[src/rtl/mips_instr_encoder_loader.sv]
// mips_instr_encoder_loader
//
// Boot-time program loader for the single-cycle MIPS core. The loader accepts
// symbolic instructions over a valid/ready handshake. It packs each one into a
// 32-bit MIPS word that uses the opcode/funct values the control decoder
// recognises, then writes the words one after another into instruction memory,
// starting at BASE_ADDR.
//
// Ports
//   clk, rst_n          clock (rising edge), asynchronous active-low reset
//   start, finish       single-cycle pulses that open and close a load session
//   in_valid/in_ready   handshake for one symbolic instruction
//   in_mnem             mnemonic code (0..25 valid, 24 unassigned, 26..31 invalid)
//   in_rs/rt/rd/shamt   register and shift-amount fields
//   in_imm, in_target   immediate/branch offset and jump target fields
//   imem_we/addr/wdata  instruction-memory write port, one cycle after accept
//   count, full         words written this session, count == DEPTH
//   busy, done          session open / session closed
//   err_invalid         sticky flag: an invalid mnemonic was consumed

module mips_instr_encoder_loader #(
  parameter int unsigned DEPTH     = 256,
  parameter logic [31:0] BASE_ADDR = 32'h0000_0000,
  parameter int unsigned CNT_W     = $clog2(DEPTH + 1)
) (
  input  logic             clk,
  input  logic             rst_n,
  input  logic             start,
  input  logic             finish,
  input  logic             in_valid,
  output logic             in_ready,
  input  logic [4:0]       in_mnem,
  input  logic [4:0]       in_rs,
  input  logic [4:0]       in_rt,
  input  logic [4:0]       in_rd,
  input  logic [4:0]       in_shamt,
  input  logic [15:0]      in_imm,
  input  logic [25:0]      in_target,
  output logic             imem_we,
  output logic [31:0]      imem_addr,
  output logic [31:0]      imem_wdata,
  output logic [CNT_W-1:0] count,
  output logic             full,
  output logic             busy,
  output logic             done,
  output logic             err_invalid
);

  typedef enum logic [1:0] {StIdle, StLoad, StDone} state_e;

  // Mnemonic codes as seen on in_mnem.
  typedef enum logic [4:0] {
    MnAdd    = 5'd0,
    MnSub    = 5'd1,
    MnSubu   = 5'd2,
    MnAnd    = 5'd3,
    MnOr     = 5'd4,
    MnXor    = 5'd5,
    MnNor    = 5'd6,
    MnSlt    = 5'd7,
    MnSll    = 5'd8,
    MnSrl    = 5'd9,
    MnJr     = 5'd10,
    MnAddi   = 5'd11,
    MnAddiu  = 5'd12,
    MnAndi   = 5'd13,
    MnOri    = 5'd14,
    MnXori   = 5'd15,
    MnSlti   = 5'd16,
    MnSltiu  = 5'd17,
    MnLw     = 5'd18,
    MnLb     = 5'd19,
    MnSw     = 5'd20,
    MnSb     = 5'd21,
    MnBeq    = 5'd22,
    MnBne    = 5'd23,
    MnRsvd24 = 5'd24,
    MnJ      = 5'd25
  } mnem_e;

  // ---------------------------------------------------------------------------
  // Field packing helpers
  // ---------------------------------------------------------------------------
  function automatic logic [31:0] pack_r(input logic [4:0] rs, input logic [4:0] rt,
                                         input logic [4:0] rd, input logic [4:0] sh,
                                         input logic [5:0] fn);
    return {6'b000000, rs, rt, rd, sh, fn};
  endfunction

  function automatic logic [31:0] pack_i(input logic [5:0] op, input logic [4:0] rs,
                                         input logic [4:0] rt, input logic [15:0] imm);
    return {op, rs, rt, imm};
  endfunction

  function automatic logic [31:0] pack_j(input logic [5:0] op, input logic [25:0] tgt);
    return {op, tgt};
  endfunction

  // ---------------------------------------------------------------------------
  // Encoder
  // ---------------------------------------------------------------------------
  logic        enc_valid;
  logic [31:0] enc_word;

  always_comb begin
    enc_valid = 1'b1;
    enc_word  = '0;
    case (in_mnem)
      // Plain R-type ALU ops: shamt is meaningless and is forced to zero.
      MnAdd:   enc_word = pack_r(in_rs, in_rt, in_rd, 5'd0, 6'b100000);
      MnSub:   enc_word = pack_r(in_rs, in_rt, in_rd, 5'd0, 6'b100010);
      MnSubu:  enc_word = pack_r(in_rs, in_rt, in_rd, 5'd0, 6'b100011);
      MnAnd:   enc_word = pack_r(in_rs, in_rt, in_rd, 5'd0, 6'b100100);
      MnOr:    enc_word = pack_r(in_rs, in_rt, in_rd, 5'd0, 6'b100101);
      MnXor:   enc_word = pack_r(in_rs, in_rt, in_rd, 5'd0, 6'b100110);
      MnNor:   enc_word = pack_r(in_rs, in_rt, in_rd, 5'd0, 6'b100111);
      MnSlt:   enc_word = pack_r(in_rs, in_rt, in_rd, 5'd0, 6'b101010);
      // Shifts take their source from rt and the amount from shamt; rs is unused.
      MnSll:   enc_word = pack_r(5'd0, in_rt, in_rd, in_shamt, 6'b000000);
      MnSrl:   enc_word = pack_r(5'd0, in_rt, in_rd, in_shamt, 6'b000010);
      // jr reads only rs.
      MnJr:    enc_word = pack_r(in_rs, 5'd0, 5'd0, 5'd0, 6'b001000);
      MnAddi:  enc_word = pack_i(6'b001000, in_rs, in_rt, in_imm);
      MnAddiu: enc_word = pack_i(6'b001001, in_rs, in_rt, in_imm);
      MnAndi:  enc_word = pack_i(6'b001100, in_rs, in_rt, in_imm);
      MnOri:   enc_word = pack_i(6'b001101, in_rs, in_rt, in_imm);
      MnXori:  enc_word = pack_i(6'b001110, in_rs, in_rt, in_imm);
      MnSlti:  enc_word = pack_i(6'b001010, in_rs, in_rt, in_imm);
      MnSltiu: enc_word = pack_i(6'b001011, in_rs, in_rt, in_imm);
      MnLw:    enc_word = pack_i(6'b100011, in_rs, in_rt, in_imm);
      MnLb:    enc_word = pack_i(6'b100000, in_rs, in_rt, in_imm);
      MnSw:    enc_word = pack_i(6'b101011, in_rs, in_rt, in_imm);
      MnSb:    enc_word = pack_i(6'b101000, in_rs, in_rt, in_imm);
      MnBeq:   enc_word = pack_i(6'b000100, in_rs, in_rt, in_imm);
      MnBne:   enc_word = pack_i(6'b000101, in_rs, in_rt, in_imm);
      MnJ:     enc_word = pack_j(6'b000010, in_target);
      // Code 24 has no instruction assigned, so it is rejected the same way
      // as 26..31.
      default: enc_valid = 1'b0;
    endcase
  end

  // ---------------------------------------------------------------------------
  // Session control and write port
  // ---------------------------------------------------------------------------
  state_e           state_q;
  logic             busy_q;
  logic             done_q;
  logic             err_q;
  logic [CNT_W-1:0] count_q;
  logic [31:0]      next_addr_q;
  logic             imem_we_q;
  logic [31:0]      imem_addr_q;
  logic [31:0]      imem_wdata_q;
  logic             full_w;
  logic             accept;

  assign full_w = (count_q == CNT_W'(DEPTH));

  // finish gates ready so that an accept can never race the session close.
  assign in_ready = (state_q == StLoad) && !full_w && !finish;
  assign accept   = in_valid && in_ready;

  always_ff @(posedge clk or negedge rst_n) begin
    if (!rst_n) begin
      state_q      <= StIdle;
      busy_q       <= 1'b0;
      done_q       <= 1'b0;
      err_q        <= 1'b0;
      count_q      <= '0;
      next_addr_q  <= BASE_ADDR;
      imem_we_q    <= 1'b0;
      imem_addr_q  <= BASE_ADDR;
      imem_wdata_q <= '0;
    end else begin
      // Write strobe is a single-cycle pulse per accepted valid instruction.
      imem_we_q <= 1'b0;
      case (state_q)
        StIdle, StDone: begin
          // finish is ignored here; start opens a fresh session.
          if (start) begin
            state_q     <= StLoad;
            busy_q      <= 1'b1;
            done_q      <= 1'b0;
            err_q       <= 1'b0;
            count_q     <= '0;
            next_addr_q <= BASE_ADDR;
          end
        end
        StLoad: begin
          // start is ignored while loading, so finish always wins.
          if (finish) begin
            state_q <= StDone;
            busy_q  <= 1'b0;
            done_q  <= 1'b1;
          end
          if (accept) begin
            if (enc_valid) begin
              imem_we_q    <= 1'b1;
              imem_addr_q  <= next_addr_q;
              imem_wdata_q <= enc_word;
              next_addr_q  <= next_addr_q + 32'd4;
              count_q      <= count_q + CNT_W'(1);
            end else begin
              err_q <= 1'b1;
            end
          end
        end
        default: begin
          state_q <= StIdle;
          busy_q  <= 1'b0;
          done_q  <= 1'b0;
        end
      endcase
    end
  end

  assign imem_we     = imem_we_q;
  assign imem_addr   = imem_addr_q;
  assign imem_wdata  = imem_wdata_q;
  assign count       = count_q;
  assign full        = full_w;
  assign busy        = busy_q;
  assign done        = done_q;
  assign err_invalid = err_q;

endmodule

[config.mk]
export PLATFORM = sky130hd
export DESIGN_NAME = mips_instr_encoder_loader
export DESIGN_NICKNAME = d
export VERILOG_FILES = /design/src/rtl/mips_instr_encoder_loader.sv
export SDC_FILE = /design/constraint.sdc
export NUM_CORES = 1
export LEC_CHECK = 0
export CAP_MARGIN = 20
export CORE_MARGIN = 5
export CORE_UTILIZATION = 30
export DETAILED_ROUTE_END_ITERATION = 8
export GPL_ROUTABILITY_DRIVEN = 0
export PLACE_DENSITY_LB_ADDON = 0.08
export SLEW_MARGIN = 20
export SYNTH_ARGS = -nofsm -noshare
export SYNTH_HDL_FRONTEND = slang
export SYNTH_SLANG_ARGS = --single-unit
[constraint.sdc]
create_clock -name clk -period 2.1 [get_ports clk]
set_clock_uncertainty 0.15 [all_clocks]
set_input_delay 0.315 -clock clk [delete_from_list [all_inputs] [get_ports clk]]
set_output_delay 0.315 -clock clk [all_outputs]
set_load 0.01 [all_outputs]
==> flow_summary.toml <==
[run_status]
status = "finished with violations"
violations = "setup timing"

[finish]
design_area_um2 = 8390
final_util_pct = 50.4
final_nets = 859
diodes = 0
finalNonFillerCells = 1009
num-fill-cells = 1514
area_growth_pct = 64.0
drive_above_1_share_pct = 25.0

[power]
power.density_nw_per_um2 = 743
p_seq_share_pct = 39.9
worst_ir_drop_vdd_v = 0.000429
clkPwrFrac_pct = 25.2
netSwitchingFraction_pct = 30.9
internal-power_mw = 4.31
p_sw_mw = 1.93
p_comb_share_pct = 34.9
p_leak_nw = 3.56

[drt]
vias = 5180
viasPerCell = 5.13
dr_wl_met3_um = 1300
wl_per_cell_um = 16.6
wl_um = 16800
routed.top_layer = "met4"
dr.pass1.iters = 5
dr_wl_met2_um = 8120
antenna_left = 0
drt-met1-wl_um = 7120
drt_iter0_markers = 250
drc = 0

[global_route]
grt_use_total_pct = 16.5
grt_max_degree = 46
antenna_found_initial = 0
grt_pass1_wl_um = 26300
gr-total-overflow = 0
first_global_vias = 5175

[synthesis]
syn_inst = 569
synthArstFlopShare_pct = 100
synth-main-ff-cell = "dfrtp_1"
syn_avg_cell_area_um2 = 8.99
synth_edf_count = 0
yosysTopAreaCell = "dfrtp_1"
yosysMostFrequentCell = "nand2_1"
syn_area_um2 = 5110
synth-seq-cells = 104
yosys.area.top_type_share_pct = 50.9
synth_cell_types = 50
synth.area.top_cells = "dfrtp_1, nand2_1, a21oi_1, nor2_1, o31ai_1"
seq_area_frac_synth_pct = 50.9
ys_warn_count = 0
synth.top_cells.by_count = "nand2_1, dfrtp_1, nor2_1"

[clock_network]
htreeDepth = 3
cts.sinks = 104
clk_path_buf_depth = 2
cts_tree = "done"
clkTransAtPathRegs_ns = 0.07
numCtsBuffers = 9
clock_latency_ns = 0.36
root_buffer = "clkbuf_16"

[sta]
max_freq_ghz = 0.421
fin_crit_sh_pct = 113
setup_slack_ns = -0.274
setup_viol = 103
rsz0062_at_grt = "true"
report.final.slew_viol_count = 0
hold_ws_ns = 0.243
worst_pin_slew_ns = 0.789
layout_min_cycle_time_ns = 2.37
hold_violations = 0
tns_ns = -18.70
slew_headroom_pct = 46.9

[floorplan]
pin_count = 151
die_height_um = 141
die_w_um = 141
start_util_pct = 30.7
core_area_um2 = 16600
die_area_um2 = 19800
rows = 47

[setup_path]
reg2reg_from = "count[3]$_DFFE_PN0P_"
worstPathRequired_ns = 2.23
reg2reg_setup_slack_ns = -0.27
path_max_fanout = 6
cpMaxStageDelayCell = "or4_4"
path_cells = "or4_4 > o41a_1 > o22ai_4 > buf_6 > clkbuf_16 > o31ai_1 > a21oi_1"
worstReg2RegEnd = "next_addr_q[9]$_DFFE_PN0P_"
reg2reg_depth = 7
cpPeakStageDelay_ns = 0.57
cp.arrival_ns = 2.50
path_class = "register to register"
worstSetupEndpointType = "register"
crit_path_start_kind = "register"

[hold_path]
hp-class = "input pin to asynchronous set/reset pin"

[placement]
dp_cells = 969
portBuffers = 147
dpl-instance-area_um2 = 7310
hpwl_um = 11300

[run]
maxCapViolations = 0
worst max-delay path, delay by kind of cell (launching register included):
family	cells	cell delay [ns]
buffers and inverters	2	0.32
AOI/OAI and AO/OA	4	0.87
DFF	1	0.38
and+or+nand+nor	1	0.57
cells in the final DEF (no fill, tap or decap), types with 11 or more instances in the layout:
cell type,instances
buf_4,61
buf_12,11
nor2_1,43
or3_1,12
o31ai_1,19
a21oi_1,37
o21ai_1,15
nand2_2,32
clkbuf_16,17
o21ai_2,14
nand2_1,87
nand3_1,14
clkdlybuf4s50_1,142
dfrtp_1,104
or4_1,21
area by class of cell:
class                   instances  area [um2]  area share (%)
well taps                     220         275            3.28
clock buffers                  11         233            2.77
clock inverters                 5        33.8           0.403
inverters                       7        33.8           0.403
multi-input cells             419        2630            31.3
repair buffers                243        2580            30.8
flip-flops and latches        104        2600            31.0
power groups by stage:
stage	logic [mW]	registers, mW	clock network (mW)
after floorplan	0.586	2.63	0
after global placement	1.83	2.49	0
after detailed placement	1.83	2.49	0
after CTS	1.98	2.46	1.63
after global routing	2.36	2.53	1.71
final	2.17	2.49	1.57
worst max-delay path by stage:
| stage | from | endpoint | cells past startpoint |
|---|---|---|---|
| global route | count[3]$_DFFE_PN0P_ | next_addr_q[14]$_DFFE_PN0P_ | 7 |
| floorplan | count[5]$_DFFE_PN0P_ | count[7]$_DFFE_PN0P_ | 7 |
| CTS | count[3]$_DFFE_PN0P_ | count[1]$_DFFE_PN0P_ | 8 |
| detailed placement | in_mnem[0] | next_addr_q[28]$_DFFE_PN0P_ | 8 |
| finish | count[3]$_DFFE_PN0P_ | next_addr_q[9]$_DFFE_PN0P_ | 7 |
| global placement | in_mnem[0] | next_addr_q[20]$_DFFE_PN0P_ | 8 |
per-stage QoR:
stage | setup WS [ns] | total power, mW
6_report | -0.274 | 6.24
5_1_grt | -0.370 | 6.60
4_1_cts | -0.248 | 6.07
3_5_place_dp | -0.579 | 4.32
3_3_place_gp | -0.546 | 4.31
2_1_floorplan | -0.0985 | 3.21
state kept, by name, indices dropped and copies added (netlist names):
name,cells
imem_we,1
next_addr_q,30
err_invalid,1
count,9
imem_wdata,31
state_q,1
imem_addr,30
busy,1
routing by layer:
metal | track usage (%) | vias up
met2 | 26.5 | 170
li1 | - | 2506
met1 | 21.0 | 2489
met3 | 5.49 | 15
met4 | 5.30 | 0
met5 | 0 | -
cell families after synthesis:
family          Yosys count  share of synthesized area (%)
compound gates          144                           18.9
other cells               1                         0.0733
fa+ha+maj                 3                          0.734
buf+inv                  48                           4.60
xor+xnor                  2                          0.343
flops                   104                           50.9
simple gates            267                           24.5
timing repair:
item	CTS	global route
hold buffers	1	0
pin swaps	11	73
resized for setup	32	96
setup buffers	9	4
endpoints found under the setup margin	102	103
endpoints found under the hold margin	17	0
cloned	3	8
No activity file was read; power rests on OpenSTA's default activity.
